--- config.mk ---
export PLATFORM = sky130hd
export DESIGN_NAME = serial_pad_reader
export DESIGN_NICKNAME = d
export VERILOG_FILES = /design/src/rtl/serial_pad_reader.sv
export SDC_FILE = /design/constraint.sdc
export NUM_CORES = 1
export LEC_CHECK = 0
export ABC_AREA = 1
export BUFFER_PORTS_ARGS = -buffer_cell sky130_fd_sc_hd__buf_2
export CORE_AREA = 2 2 75 77
export DETAILED_ROUTE_END_ITERATION = 16
export DIE_AREA = 0 0 77 79
export MAX_ROUTING_LAYER = met4
export PLACE_DENSITY_LB_ADDON = 0.2
export RECOVER_POWER = 25
export SETUP_SLACK_MARGIN = 0.15
export SYNTH_ARGS = -nofsm -noshare
export SYNTH_HDL_FRONTEND = slang
export SYNTH_SLANG_ARGS = --single-unit
--- constraint.sdc ---
create_clock -name clk -period 3.55 [get_ports clk]
set_input_delay 0.1775 -clock clk [delete_from_list [all_inputs] [get_ports clk]]
set_output_delay 0.1775 -clock clk [all_outputs]
set_load 0.02 [all_outputs]
--- src/rtl/serial_pad_reader.sv ---
//-----------------------------------------------------------------------------
// serial_pad_reader
//
// Polls an NES-style serial gamepad through its latch/clock/data wires and
// produces the debounced, active-low button vector used by the joypad
// register.
//
// Each poll frame runs IDLE -> LATCH -> 8 x (LOW, HIGH) -> DONE. It latches
// the pad, then shifts out eight bits, sampling one on the last cycle of each
// pad_clk low phase. The raw wire order is remapped to the console order.
// Opposing directions can be cleaned (SOCD). The frame then feeds a
// consecutive-frame debouncer before it reaches buttons.
//
// Ports
//   clk        in   1  system clock
//   reset      in   1  synchronous, active-high
//   pad_latch  out  1  controller latch strobe, active-high (registered)
//   pad_clk    out  1  controller shift clock, idles high (registered)
//   pad_data   in   1  controller serial data, asynchronous, 0 = pressed
//   buttons    out  8  {Start,Select,B,A,Down,Up,Left,Right}, 0 = pressed
//   poll_done  out  1  one-cycle pulse per completed frame
//-----------------------------------------------------------------------------
module serial_pad_reader #(
    parameter int unsigned POLL_CYCLES     = 65536,
    parameter int unsigned LATCH_CYCLES    = 64,
    parameter int unsigned HALF_BIT_CYCLES = 32,
    parameter int unsigned STABLE_POLLS    = 2,
    parameter int unsigned SOCD_CLEAN      = 1
) (
    input  logic       clk,
    input  logic       reset,
    output logic       pad_latch,
    output logic       pad_clk,
    input  logic       pad_data,
    output logic [7:0] buttons,
    output logic       poll_done
);

    // One shared phase counter. It must hold the longest of the three phase
    // lengths.
    localparam int unsigned MAX_A    = (POLL_CYCLES > LATCH_CYCLES) ? POLL_CYCLES : LATCH_CYCLES;
    localparam int unsigned MAX_WAIT = (MAX_A > HALF_BIT_CYCLES) ? MAX_A : HALF_BIT_CYCLES;
    localparam int unsigned CW       = $clog2(MAX_WAIT + 1);
    localparam int unsigned SW       = $clog2(STABLE_POLLS + 1);

    localparam logic [CW-1:0] POLL_LAST  = CW'(POLL_CYCLES - 1);
    localparam logic [CW-1:0] LATCH_LAST = CW'(LATCH_CYCLES - 1);
    localparam logic [CW-1:0] HALF_LAST  = CW'(HALF_BIT_CYCLES - 1);
    localparam logic [SW-1:0] STABLE_MAX = SW'(STABLE_POLLS);

    typedef enum logic [2:0] {
        S_IDLE,
        S_LATCH,
        S_LOW,
        S_HIGH,
        S_DONE
    } state_t;

    state_t          r_state;
    state_t          w_next;

    logic [CW-1:0]   r_cnt;
    logic [2:0]      r_bit;
    logic [7:0]      r_frame;      // wire order: bit0 = A ... bit7 = Right
    logic            r_sync1;
    logic            r_sync2;
    logic [7:0]      r_cand;
    logic [SW-1:0]   r_stable;
    logic [7:0]      r_buttons;
    logic            r_pad_latch;
    logic            r_pad_clk;
    logic            r_poll_done;

    logic            w_phase_end;
    logic [7:0]      w_raw;
    logic [7:0]      w_clean;
    logic [SW-1:0]   w_stable_inc;

    //-------------------------------------------------------------------------
    // Input synchroniser. It is preset to 1 so a freshly reset reader sees
    // "released".
    //-------------------------------------------------------------------------
    always_ff @(posedge clk) begin
        if (reset) begin
            r_sync1 <= 1'b1;
            r_sync2 <= 1'b1;
        end else begin
            r_sync1 <= pad_data;
            r_sync2 <= r_sync1;
        end
    end

    //-------------------------------------------------------------------------
    // FSM: state register
    //-------------------------------------------------------------------------
    always_ff @(posedge clk) begin
        if (reset) begin
            r_state <= S_IDLE;
        end else begin
            r_state <= w_next;
        end
    end

    //-------------------------------------------------------------------------
    // FSM: phase-end detection and next state
    //-------------------------------------------------------------------------
    always_comb begin
        w_phase_end = 1'b0;
        w_next      = r_state;
        unique case (r_state)
            S_IDLE: begin
                w_phase_end = (r_cnt == POLL_LAST);
                if (w_phase_end) w_next = S_LATCH;
            end
            S_LATCH: begin
                w_phase_end = (r_cnt == LATCH_LAST);
                if (w_phase_end) w_next = S_LOW;
            end
            S_LOW: begin
                w_phase_end = (r_cnt == HALF_LAST);
                if (w_phase_end) w_next = S_HIGH;
            end
            S_HIGH: begin
                w_phase_end = (r_cnt == HALF_LAST);
                if (w_phase_end) w_next = (r_bit == 3'd7) ? S_DONE : S_LOW;
            end
            S_DONE: begin
                w_phase_end = 1'b1;
                w_next      = S_IDLE;
            end
            default: begin
                w_phase_end = 1'b1;
                w_next      = S_IDLE;
            end
        endcase
    end

    //-------------------------------------------------------------------------
    // Phase counter, bit index and frame capture
    //-------------------------------------------------------------------------
    always_ff @(posedge clk) begin
        if (reset) begin
            r_cnt   <= '0;
            r_bit   <= '0;
            r_frame <= '1;
        end else begin
            if (w_phase_end) begin
                r_cnt <= '0;
            end else begin
                r_cnt <= r_cnt + CW'(1);
            end

            // The bit index wraps 7 -> 0 at the end of the last high phase,
            // so it is already zero for the next frame.
            if (r_state == S_HIGH && w_phase_end) begin
                r_bit <= r_bit + 3'd1;
            end

            if (r_state == S_LOW && w_phase_end) begin
                r_frame[r_bit] <= r_sync2;
            end
        end
    end

    //-------------------------------------------------------------------------
    // Pad strobes and done pulse are registered from the next state. Each
    // one is therefore glitch-free and aligned with the state it belongs to.
    //-------------------------------------------------------------------------
    always_ff @(posedge clk) begin
        if (reset) begin
            r_pad_latch <= 1'b0;
            r_pad_clk   <= 1'b1;
            r_poll_done <= 1'b0;
        end else begin
            r_pad_latch <= (w_next == S_LATCH);
            r_pad_clk   <= (w_next != S_LOW);
            r_poll_done <= (w_next == S_DONE);
        end
    end

    //-------------------------------------------------------------------------
    // Remap wire order to console order, then clean opposing directions
    //-------------------------------------------------------------------------
    always_comb begin
        w_raw = {r_frame[3], r_frame[2], r_frame[1], r_frame[0],
                 r_frame[5], r_frame[4], r_frame[6], r_frame[7]};
        w_clean = w_raw;
        if (SOCD_CLEAN != 0) begin
            if (w_raw[3:2] == 2'b00) w_clean[3:2] = 2'b11;
            if (w_raw[1:0] == 2'b00) w_clean[1:0] = 2'b11;
        end
    end

    //-------------------------------------------------------------------------
    // Debounce: publish a frame once it has been seen STABLE_POLLS times in a
    // row.
    //-------------------------------------------------------------------------
    always_comb begin
        w_stable_inc = (r_stable == STABLE_MAX) ? r_stable : r_stable + SW'(1);
    end

    always_ff @(posedge clk) begin
        if (reset) begin
            r_cand    <= '1;
            r_stable  <= '0;
            r_buttons <= '1;
        end else if (r_state == S_DONE) begin
            if (w_clean != r_cand) begin
                r_cand   <= w_clean;
                r_stable <= SW'(1);
                if (STABLE_POLLS == 1) begin
                    r_buttons <= w_clean;
                end
            end else begin
                r_stable <= w_stable_inc;
                if (w_stable_inc == STABLE_MAX) begin
                    r_buttons <= r_cand;
                end
            end
        end
    end

    assign pad_latch = r_pad_latch;
    assign pad_clk   = r_pad_clk;
    assign poll_done = r_poll_done;
    assign buttons   = r_buttons;

endmodule

==> results.json, run 1 <==
{
  "dr.pass1.iters": 4,
  "setup_violations": 0,
  "routed_via_density": 4.90,
  "cp.required_ns": 3.77,
  "relSlewSlack_pct": 67.2,
  "worstPathArrival_ns": 2.53,
  "grtUsageTotal_pct": 17.2,
  "finalWeightedCongestion": 0.861,
  "finalCritPeriodShare_pct": 65.1,
  "max-cap-violations": 0,
  "ios": 14,
  "fin_hold_ws_ns": 0.0382,
  "worstMarginPinSlew_ns": 0.491,
  "setup_tns_ns": 0,
  "cp_max_fo": 17,
  "area_growth_pct": 8.75,
  "clock_latency_ns": 0.31,
  "rows": 27,
  "instances_no_fill": 442,
  "die_area_sq_um": 6080,
  "dp_hpwl_um": 3360,
  "ant_nets": 0,
  "fmax_ghz": 0.433,
  "hold_viol_final": 0,
  "cts_resized": 0,
  "clock_skew_ns": 0.0174,
  "dr_wl_met2_um": 1950,
  "post-cts-setup-buffer-count": 0,
  "drt_iter0_drc": 119,
  "cts_inserted_buffers": 5,
  "status": "finished, final reports clean",
  "cellLeakagePower_nw": 1.24,
  "ir_worst_vdd_uv": 170,
  "drc_errors": 0,
  "dieHeight_um": 79,
  "yosysSeqAreaShare_pct": 42.7,
  "clock_sinks": 54,
  "min_period_ns": 2.31,
  "power_density_nw_per_um2": 387,
  "clkSlewWorstSetupHoldPaths_ns": 0.10,
  "placedCellCount": 434,
  "hp-class": "input pin to register",
  "path_cells": "ha_1 > nand2_1 > inv_1 > nand2_1 > inv_1 > nand2_1 > nor4_1 > ha_1 > inv_1 > nor2_1 > nor2_1 > nand4_2 > nor3_1",
  "critical-path-slowest-cell": "nand4_2",
  "ys_seq_elements": 54,
  "dr_total_vias": 2165,
  "layout-drive-gt1-share_pct": 7.03,
  "grt_overflow": 0,
  "cts_tree": "built",
  "htree_levels": 2,
  "clockRootBuffer": "clkbuf_8",
  "rsz0062_at_grt": "no",
  "synth_cell_type_count": 28,
  "holdBufCountCts": 0,
  "synthCells": 356,
  "path_class": "register to register",
  "nNetsFinal": 377,
  "wl_per_cell_um": 10.5,
  "n_antenna_cell": 0,
  "core-area_sq_um": 5340,
  "antenna_found_initial": 0,
  "start_kind": "register",
  "met1_length_um": 2500,
  "grt_max_degree": 31,
  "initial_core_util_pct": 47.4,
  "slew_violations": 0,
  "die_w_um": 77,
  "met3_length_um": 126,
  "clockBufferDepth": 2,
  "grt_first_pass_wirelength_um": 8360,
  "synthesis.area_sq_um": 2530,
  "synth_area_per_cell_sq_um": 7.11,
  "slowest_delay_ns": 0.43,
  "highest_layer": "met4",
  "grt_pass1_vias": 1974,
  "io_buffers": 13,
  "syn-num-nets": 364,
  "drt_wl_total_um": 4630,
  "end_kind": "register",
  "ys_warn_count": 0
}
## area by class of cell
| type | count | area, sq um |
|---|---|---|
| tap | 72 | 90.1 |
| timing repair buffer | 15 | 65.1 |
| clock buffer | 6 | 82.6 |
| sequential | 54 | 1080 |
| fill | 568 | 2590 |
| clock inverter | 2 | 38.8 |
| multi-input combinational | 249 | 1230 |
| inverter | 44 | 166 |
## registers in the layout, indices dropped and copies added, names as in the netlist
register,count
r_cand,8
r_sync1,1
buttons,8
pad_latch,1
r_bit,3
r_state,3
r_frame,8
r_stable,2
r_sync2,1
poll_done,1
pad_clk,1
r_cnt,17
## metrics by stage
step                worst slack [ns]  total power, mW  instance area [sq um]  util (%)
finish                          1.24             1.06                   2750      51.5
detailed placement              1.27            0.645                   2650      49.6
CTS                             1.25             1.08                   2770      51.9
global placement                1.35            0.644                   2650      49.6
global route                   0.963             1.10                   2750      51.5
floorplan                       1.65            0.639                   2530         -
## cells by family (layout without fill, tap and decap cells)
| logic type | Yosys count | count (layout) | share of synthesized area (%) |
|---|---|---|---|
| DFF | 54 | 54 | 42.7 |
| AOI/OAI and AO/OA | 14 | 14 | 2.77 |
| buffers and inverters | 53 | 67 | 8.65 |
| xor gates and xnor gates | 12 | 12 | 4.15 |
| adders and majority gates | 5 | 5 | 2.47 |
| and+or+nand+nor | 218 | 218 | 39.2 |
## report_power, final
part	internal, mW	total (mW)	switching (mW)
registers	0.609	0.612	0.00296
clock network	0.232	0.434	0.201
logic	0.00521	0.0184	0.0132
total	0.847	1.06	0.218
## synth_stat cells, drive strengths merged
master,n,area [sq um]
clkinv,1,5.00
o21ai,3,15.0
dfxtp,54,1080
a21oi,11,55.1
nor4,1,6.26
nand3,49,263
nand4,13,87.6
buf,4,33.8
ha,5,62.6
xnor2,2,17.5
inv,43,161
nor2,45,186
nor3,15,80.1
or2,4,25.0
clkbuf,5,18.8
nand2,91,344
xor2,10,87.6
## worst max-delay path: cells and delay by family (launching register included)
family,cells,cell delay (ns)
AND/OR/NAND/NOR,8,1.25
adder cells (fa/ha/maj),2,0.39
flip-flops,1,0.34
buffers and inverters,3,0.24
## routing by layer
| layer | global-route usage [%] | up-vias |
|---|---|---|
| met5 | - | - |
| met4 | 6.07 | 0 |
| met3 | 2.95 | 5 |
| met2 | 26.1 | 27 |
| met1 | 23.2 | 977 |
| li1 | - | 1156 |
## worst paths after layout
check | startpoint | to | slack, ns | depth (start not counted)
worst max-delay path | r_cnt[0] | r_cnt[2] | 1.24 | 13
worst max register to register | r_cnt[0] | r_cnt[2] | 1.24 | 13
worst min register to register | r_sync1 | r_sync2 | 0.42 | 1
worst min-delay path | pad_data | r_sync1 | 0.04 | 2
## layout by cell type (no fill, tap or decap)
cell type / Yosys / final
nand3_1: 47 / 47
nand2_2: 1 / 1
nand3_4: 1 / 1
inv_6: 0 / 1
bufinv_16: 0 / 1
a21oi_1: 11 / 11
nor3_2: 1 / 1
inv_2: 2 / 2
nand3_2: 1 / 1
or2_2: 3 / 3
clkbuf_1: 5 / 12
nor2_2: 4 / 3
buf_2: 0 / 1
nor2_1: 40 / 41
xor2_1: 10 / 10
buf_4: 1 / 2
ha_1: 5 / 5
xnor2_1: 2 / 2
nor2_4: 1 / 1
o21ai_0: 3 / 3
nor4_1: 1 / 1
nand2_1: 90 / 90
nand4_2: 1 / 1
inv_1: 41 / 41
clkinvlp_2: 0 / 1
nor3_1: 14 / 14
or2_0: 1 / 1
dfxtp_1: 54 / 54
nand4_1: 12 / 12
clkbuf_8: 0 / 6
(Power assumes the default switching activity.)
==> run 2, diff against run 1 <==
==> constraint.sdc (replaced) <==
create_clock -name clk -period 2 [get_ports clk]
set_input_delay 0.1 -clock clk [delete_from_list [all_inputs] [get_ports clk]]
set_output_delay 0.1 -clock clk [all_outputs]
set_load 0.02 [all_outputs]
==> results.json, run 2 (synthesis results as in run 1) <==
{
  "worstSetupPathDepth": 14,
  "min_path_cells": 2,
  "cp_common_cell": "nand2_4",
  "initial_core_util_pct": 47.4,
  "rows": 27,
  "finalCritPeriodShare_pct": 91.2,
  "grt_max_degree": 28,
  "drt_iter0_drc": 105,
  "power_density_nw_per_um2": 584,
  "min_period_ns": 1.82,
  "die_area_sq_um": 6080,
  "end_kind": "register",
  "critical-path-slowest-cell": "dfxtp_2",
  "dieHeight_um": 79,
  "final_cell_mix": "nand2_1, dfxtp_1, nand3_1, inv_1, nor2_1",
  "path_cells": "ha_4 > nand2_4 > inv_4 > nand2_4 > inv_4 > nand2_4 > nor4_4 > ha_2 > inv_2 > nor2_4 > nor2_4 > nand4_4 > clkbuf_16 > nor2_1",
  "layout-drive-gt1-share_pct": 17.8,
  "slew_violations": 0,
  "core-area_sq_um": 5340,
  "drt_wl_total_um": 4970,
  "largest_reg_flops": 17,
  "worstMarginPinSlew_ns": 0.325,
  "place_ws_ns": 0.00796,
  "cts_tree": "built",
  "dr.pass1.iters": 4,
  "layout_commonest_cell": "nand2_1",
  "reg2reg_depth": 14,
  "cellLeakagePower_nw": 1.40,
  "finalWeightedCongestion": 0.804,
  "setup_tns_ns": 0,
  "status": "finished, final reports clean",
  "power_mw": 1.77,
  "clockRootBuffer": "clkbuf_8",
  "slowest_delay_ns": 0.36,
  "worstPathArrival_ns": 2.03,
  "path_buf_inv": 4,
  "start_kind": "register",
  "grt_first_pass_wirelength_um": 8530,
  "hp-class": "input pin to register",
  "ios": 14,
  "clock_skew_ns": 0.00619,
  "htree_levels": 2,
  "drc_errors": 0,
  "rsz0062_at_grt": "yes",
  "cp_max_fo": 8,
  "fmax_ghz": 0.548,
  "max-cap-violations": 0,
  "grtUsageTotal_pct": 17.7,
  "area_growth_pct": 20.0,
  "clockBufferDepth": 2,
  "setup_violations": 0,
  "die_w_um": 77,
  "path_class": "register to register",
  "clock_sinks": 54,
  "io_buffers": 13,
  "clkSlewWorstSetupHoldPaths_ns": 0.09,
  "hold_viol_final": 0,
  "dr_total_vias": 2219,
  "ant_nets": 0,
  "routed_via_density": 4.89,
  "dp_hpwl_um": 3350,
  "cp.required_ns": 2.20,
  "antenna_found_initial": 0,
  "wl_per_cell_um": 10.9,
  "relSlewSlack_pct": 78.3,
  "grt_pass1_vias": 2031,
  "ir_worst_vdd_uv": 253,
  "clock_latency_ns": 0.30,
  "n_antenna_cell": 0,
  "grt_overflow": 0,
  "regMostFlops": "r_cnt",
  "cts_inserted_buffers": 5,
  "cp_top_family": "simple AND/OR/NAND/NOR gates",
  "worst_slack_ns": 0.176,
  "fin_hold_ws_ns": 0.0735,
  "nNetsFinal": 389
}
run 2: cell types whose count changed in the layout (fill, tap and decap cells not counted), moves of 6 or more:
cell	change
a21oi_2	+6
a21oi_1	-6
buf_4	+8
nor2_4	+6
nor2_1	-8
run 2: layer usage:
metal | global-route usage, % | wire length [um]
met1 | 21.7 | 2460
met2 | 28.6 | 2250
met3 | 4.43 | 190
met4 | 6.43 | 67
met5 | - | 0
run 2: worst paths after layout:
check / slack [ns] / start / endpoint
hold reg to reg: 0.42 / r_sync1 / r_sync2
setup reg to reg: 0.18 / r_cnt[0] / r_cnt[4]
hold / removal: 0.07 / reset / r_stable[1]
setup / recovery: 0.18 / r_cnt[0] / r_cnt[4]
run 2: per-stage QoR:
stage	utilization [%]	cell area [sq um]	instances
after floorplan	-	2530	356
after global placement	50.8	2710	441
after global routing	56.9	3040	454
after CTS	53.3	2850	451
after detailed placement	50.8	2710	441
final	56.9	3040	454
run 2: cell type report:
type / count / area, sq um
flip-flops and latches: 54 / 1090
inverters: 44 / 173
clock buffers: 7 / 86.3
well taps: 72 / 90.1
clock inverters: 1 / 5.00
fillers: 527 / 2300
repair buffers: 27 / 206
multi-input cells: 249 / 1390
run 2: timing repair:
action                                 4_1_cts  5_1_grt
setup buffers                                1        1
pin swaps                                    2        6
setup endpoints to repair                   22       35
endpoints found under the hold margin        1        0
gates cloned                                 0        2
gates resized for setup                      8       40
hold buffers                                 1        0
run 2: power breakdown:
group          internal [mW]  switching, mW  leakage, nW  total [mW]
registers               1.08        0.00732        0.439        1.09
clock network          0.280          0.343       0.0482       0.623
logic                 0.0287         0.0337        0.917      0.0624
total                   1.39          0.384         1.40        1.77
